## src/rtl/log2_share_arbiter.sv

```systemverilog
// Round-robin front end that lets several requesters share one pipelined
// log2 unit. Each issued operand leaves its requester index in a tag FIFO;
// the in-order result stream from the unit pops that tag to route the
// response back to the right requester.
module log2_share_arbiter #(
  parameter int    BITS         = 16,
  parameter string PRECISION    = "HALF",
  parameter int    REQUESTERS   = 4,
  parameter int    MAX_INFLIGHT = 8
) (
  input  logic                       clk,
  input  logic                       rst,
  input  logic [REQUESTERS-1:0]      req_valid,
  input  logic [REQUESTERS*BITS-1:0] req_data,
  output logic [REQUESTERS-1:0]      req_ready,
  output logic                       unit_in_valid,
  output logic [BITS-1:0]            unit_a,
  input  logic                       unit_out_valid,
  input  logic [BITS-1:0]            unit_c,
  output logic [REQUESTERS-1:0]      resp_valid,
  output logic [BITS-1:0]            resp_data,
  input  logic                       drain,
  output logic                       drain_done,
  output logic                       err_orphan,
  output logic [1:0]                 dbg_state
);

  localparam int TW = $clog2(REQUESTERS);
  localparam int AW = (MAX_INFLIGHT > 1) ? $clog2(MAX_INFLIGHT) : 1;
  localparam int CW = AW + 1;
  localparam logic [CW-1:0] MAX_CNT  = CW'(MAX_INFLIGHT);
  localparam logic [TW-1:0] LAST_REQ = TW'(REQUESTERS - 1);

  // Elaboration-time sanity on the configuration.
  if (REQUESTERS < 2 || REQUESTERS > 8) begin : g_bad_requesters
    $error("REQUESTERS must be in 2..8");
  end
  if ((MAX_INFLIGHT & (MAX_INFLIGHT - 1)) != 0 || MAX_INFLIGHT < 2) begin : g_bad_depth
    $error("MAX_INFLIGHT must be a power of two, at least 2");
  end
  if (PRECISION == "") begin : g_bad_precision
    $error("PRECISION must name the shared unit's float format");
  end

  typedef enum logic [1:0] {
    ST_RUN   = 2'd0,
    ST_DRAIN = 2'd1,
    ST_IDLE  = 2'd2
  } state_t;

  state_t          state;
  logic [TW-1:0]   p;
  logic [TW-1:0]   tag_mem [MAX_INFLIGHT];
  logic [AW-1:0]   wr_ptr;
  logic [AW-1:0]   rd_ptr;
  logic [CW-1:0]   count;

  logic                  grant_any;
  logic [TW-1:0]         grant_idx;
  logic [BITS-1:0]       issue_a;
  logic                  push;
  logic                  pop;
  logic                  orphan;
  logic [TW-1:0]         pop_tag;
  logic [REQUESTERS-1:0] pop_onehot;

  assign dbg_state = state;

  // Handshake: a requester transfers in a cycle where both its req_valid and
  // req_ready are high. req_ready is one-hot, depends combinationally on
  // req_valid, and never depends on req_ready elsewhere; unit and response
  // strobes carry no backpressure.

  // Round-robin grant starting at p; a pop in the same cycle does not free room.
  always_comb begin
    int idx;
    idx       = 0;
    grant_any = 1'b0;
    grant_idx = '0;
    req_ready = '0;
    if (!rst && state == ST_RUN && count < MAX_CNT) begin
      for (int k = 0; k < REQUESTERS; k++) begin
        idx = (int'(p) + k) % REQUESTERS;
        if (!grant_any && req_valid[idx]) begin
          grant_any = 1'b1;
          grant_idx = TW'(idx);
        end
      end
    end
    if (grant_any) req_ready[grant_idx] = 1'b1;
  end

  // Tag FIFO control; an empty FIFO with a same-cycle push bypasses the new tag.
  always_comb begin
    issue_a    = req_data[int'(grant_idx)*BITS +: BITS];
    push       = grant_any;
    pop        = unit_out_valid && (count != '0 || push);
    orphan     = unit_out_valid && !pop;
    pop_tag    = (count == '0) ? grant_idx : tag_mem[rd_ptr];
    pop_onehot = '0;
    pop_onehot[pop_tag] = 1'b1;
  end

  // Tag storage; contents are meaningless outside the occupied window.
  always_ff @(posedge clk) begin
    if (push) tag_mem[wr_ptr] <= grant_idx;
  end

  // Pointer, issue, response, error and drain-FSM registers.
  always_ff @(posedge clk) begin
    if (rst) begin
      state         <= ST_RUN;
      p             <= '0;
      wr_ptr        <= '0;
      rd_ptr        <= '0;
      count         <= '0;
      unit_in_valid <= 1'b0;
      unit_a        <= '0;
      resp_valid    <= '0;
      resp_data     <= '0;
      drain_done    <= 1'b0;
      err_orphan    <= 1'b0;
    end else begin
      unit_in_valid <= push;
      if (push) begin
        unit_a <= issue_a;
        p      <= (grant_idx == LAST_REQ) ? '0 : grant_idx + 1'b1;
        wr_ptr <= wr_ptr + 1'b1;
      end
      if (pop) rd_ptr <= rd_ptr + 1'b1;
      case ({push, pop})
        2'b10:   count <= count + 1'b1;
        2'b01:   count <= count - 1'b1;
        default: count <= count;
      endcase

      resp_valid <= pop ? pop_onehot : '0;
      if (pop) resp_data <= unit_c;
      if (orphan) err_orphan <= 1'b1;

      case (state)
        ST_RUN: begin
          if (drain) state <= ST_DRAIN;
        end
        ST_DRAIN: begin
          if (!drain) begin
            state <= ST_RUN;
          end else if (count == '0) begin
            state      <= ST_IDLE;
            drain_done <= 1'b1;
          end
        end
        ST_IDLE: begin
          if (!drain) begin
            state      <= ST_RUN;
            drain_done <= 1'b0;
          end
        end
        default: begin
          state      <= ST_RUN;
          drain_done <= 1'b0;
        end
      endcase
    end
  end

endmodule
```

## config.mk

```make
export PLATFORM = sky130hd
export DESIGN_NAME = log2_share_arbiter
export DESIGN_NICKNAME = d
export VERILOG_FILES = /design/src/rtl/log2_share_arbiter.sv
export SDC_FILE = /design/constraint.sdc
export NUM_CORES = 1
export LEC_CHECK = 0
export CAP_MARGIN = 10
export CORE_ASPECT_RATIO = 1.2
export CORE_MARGIN = 1.5
export CORE_UTILIZATION = 49
export CTS_CLUSTER_DIAMETER = 40
export DETAILED_ROUTE_END_ITERATION = 10
export PLACE_DENSITY = 0.85
export SETUP_SLACK_MARGIN = 0.5
export SLEW_MARGIN = 15
export SYNTH_ARGS = -nofsm -noshare
export SYNTH_HDL_FRONTEND = slang
export SYNTH_SLANG_ARGS = --single-unit
```

## constraint.sdc

```tcl
create_clock -name clk -period 7.45 [get_ports clk]
set_clock_uncertainty 0.2 [all_clocks]
set_input_delay 1.49 -clock clk [delete_from_list [all_inputs] [get_ports clk]]
set_output_delay 1.49 -clock clk [all_outputs]
set_load 0.03 [all_outputs]
```

==> qor.csv <==
metric,value,unit
worst r2r src,dbg_state[0]$_SDFFE_PP0P_,
Max-slew headroom,21.6,%
CP max FO,43,
clock sink count,72,
Core Area,7270,sq um
fin nets,584,
vias in the first global route,3403,
outcome,completed,
period utilisation layout,82.5,%
"commonest cells after routing, fill and taps aside","clkdlybuf4s50_1 (129), dfxtp_1 (56), nand2_1 (46)",
synthesized netlist cell count,366,
hold path startpoint,resp_data[4]$_SDFFE_PP0N_,
initial core utilization,50.7,%
drt total wl,9.93,mm
antenna-violating nets left,0,
total CTS buffers,9,
first-pass GRT wire length,15.6,mm
Starting DRT DRC Count,137,
Setup CP Type,input port to output port,
DRC Markers,0,
post-cts repair resize count,0,
share of layout cells above drive strength 1,13.4,%
total negative slack,0,ns
fin area,5180,sq um
H-tree level count,3,
delay of the slowest cell on the worst path,0.77,ns
syn nets,463,
CTS tree,yes,
Synth cell types,48,
initial antenna violation count,0,
Worst Hold Class,register to register,
port buffer count,132,
Ports,133,
# setup viols final,0,
critical path launch point type,input port,
Cell Rows,34,
slowest CP cell,or4_1,
f_max,163,MHz
clk buf depth,2,
Root Buffer,clkbuf_8,
wl on met1,3.72,mm
diodes inserted,0,
clk slew on worst S/H paths,0.08,ns
"Area growth, synth to finish",40.4,%
die height,98.0,microns
number of synthesized flops with an enable pin,16,
WP data arrival,4.46,ns
Required @ worst endpoint,5.76,ns
Crit path buffers/inverters,4,
Crit path top cell by count,clkdlybuf4s50_1,
routed wl met2,4.95,mm
DR WL/cell,17.1,microns
register bit total from synthesis,72,
gpl congestion,0.878,
"Slew Viols, Final",0,
PD cells,306,nW/um^2
routed length on met3,844,microns
"Top FF cell, synth",dfxtp_1,
Top Layer Used,met4,
Hold Buf Count CTS,0,
Fin Hold WS,0.257,ns
Worst-Margin Slew,1.17,ns
post-synthesis sequential area ratio,43.4,%
worst vdd ir,195,uV
synth warn,0,
Pleak,0.00185,uW
GR Overflow Total,0,
CP Cell Sequence,clkdlybuf4s50_1 -> or4_1 -> and3b_1 -> buf_4 -> inv_1 -> ha_1 -> and2_1 -> clkdlybuf4s50_1,
CP top delay family,buffers and inverters,
async set-or-reset flop fraction in the synthesized netlist,0,%
crit path from,rst,
largest net degree at the start of global routing,51,
unrepaired setup endpoints after global routing,no,
max-capacitance violation count,0,
Clock Latency Late Sink,0.35,ns
min cycle time layout,6.15,ns
syn avg cell area,10.1,sq um
vias after detailed routing,3327,
DRT Pass-1 Iters,4,
Via-to-Cell Ratio,5.72,
die footprint,8060,sq um
Detail Placement HPWL,7.18,mm
"most common cell after layout, fill and taps aside",clkdlybuf4s50_1,
"Power, Total",1590,uW
setup bufs post-CTS,0,
"Cell Area, Synth",3690,sq um
Die X,82.2,microns
dpl cell area,4990,sq um
Overall Global Routing Usage,25.4,%
Fin. Hold Viols,0,
CP Capture Type,output port,
-- registers in the layout, summed over array words and instances (netlist names), named ones only --
signal,count
wr_ptr,3
rd_ptr,3
count,4
dbg_state,2
unit_a,16
unit_in_valid,1
drain_done,1
p,2
err_orphan,1
resp_data,16
tag_mem,16
resp_valid,4
-- where the power goes --
group          internal, uW  leakage, uW  switching (uW)
Clock                   126    0.0000884             167
Combinational           317      0.00115             406
Sequential              492     0.000609            76.7
-- logic make-up after synthesis --
group                      share of synthesized area, %
muxes                                              8.75
xor gates and xnor gates                           1.90
AOI/OAI and AO/OA                                  17.4
buffers and inverters                              5.43
adders and majority gates                          3.05
DFF                                                43.4
and+or+nand+nor                                    20.0
-- layer usage --
layer / up-vias / GRT usage [%]
li1: 1618 / -
met2: 159 / 44.2
met4: 0 / 14.9
met5: - / 0
met3: 29 / 6.54
met1: 1521 / 26.6
-- stage by stage --
step	cells	util [%]	worst slack [ns]
after CTS	582	71.2	1.31
after global routing	582	71.2	1.14
after global placement	566	68.6	1.36
final	582	71.2	1.30
after detailed placement	566	68.6	1.33
after floorplan	366	-	2.56
-- worst reg2reg max path, stage by stage (launching register included) --
cell	delay [ns]
dfxtp_1	0.37
or4_1	0.90
nor2_4	0.22
buf_4	0.41
o21ai_2	0.32
inv_2	0.35
ha_1	0.32
xor2_1	0.17
ha_1	0.18
a21oi_1	0.06
xor2_1	0.17
or3_1	0.35
a21oi_1	0.17
-- cells in the mapped netlist (all sizes together) (2+ instances only) --
cell type  number  share of area, %
a211oi          2              0.41
a21oi          24               3.4
a221o          17               4.6
a31oi          18               3.1
and2            5              0.85
and3b           2              0.48
buf            18               3.8
clkbuf         10               1.1
dfxtp          56                30
edfxtp         16                13
ha              9               3.1
inv             6              0.61
mux2           18               5.5
mux2i           3              0.81
mux4            4               2.4
nand2          47               4.9
nand2b          5              0.85
nand3           2              0.27
nand3b          2              0.41
nor2           14               1.6
nor2b           5              0.85
nor3            2              0.27
nor3b           3              0.88
nor4           35               7.6
nor4b           2              0.48
o21ai           4              0.64
o21bai         17               3.5
o22a            2              0.48
o22ai           5               1.0
xnor2           3              0.71
xor2            5               1.2
-- cell type report --
type | instances | area [sq um]
clock buffers | 9 | 124
clock inverters | 7 | 61.3
multi-input cells | 260 | 1890
inverters | 6 | 22.5
fillers | 542 | 2100
flip-flops and latches | 72 | 1600
well taps | 90 | 113
repair buffers | 138 | 1370
-- worst paths after layout --
| kind | end | slack (ns) | depth (start not counted) |
|---|---|---|---|
| max | req_ready[1] | 1.30 | 8 |
| min | resp_data[4]$_SDFFE_PP0N_ | 0.26 | 2 |
| max reg2reg | count[2]$_SDFFE_PP0P_ | 3.20 | 12 |
| min reg2reg | resp_data[4]$_SDFFE_PP0N_ | 0.26 | 2 |
Power figures use the tool's default switching activity.
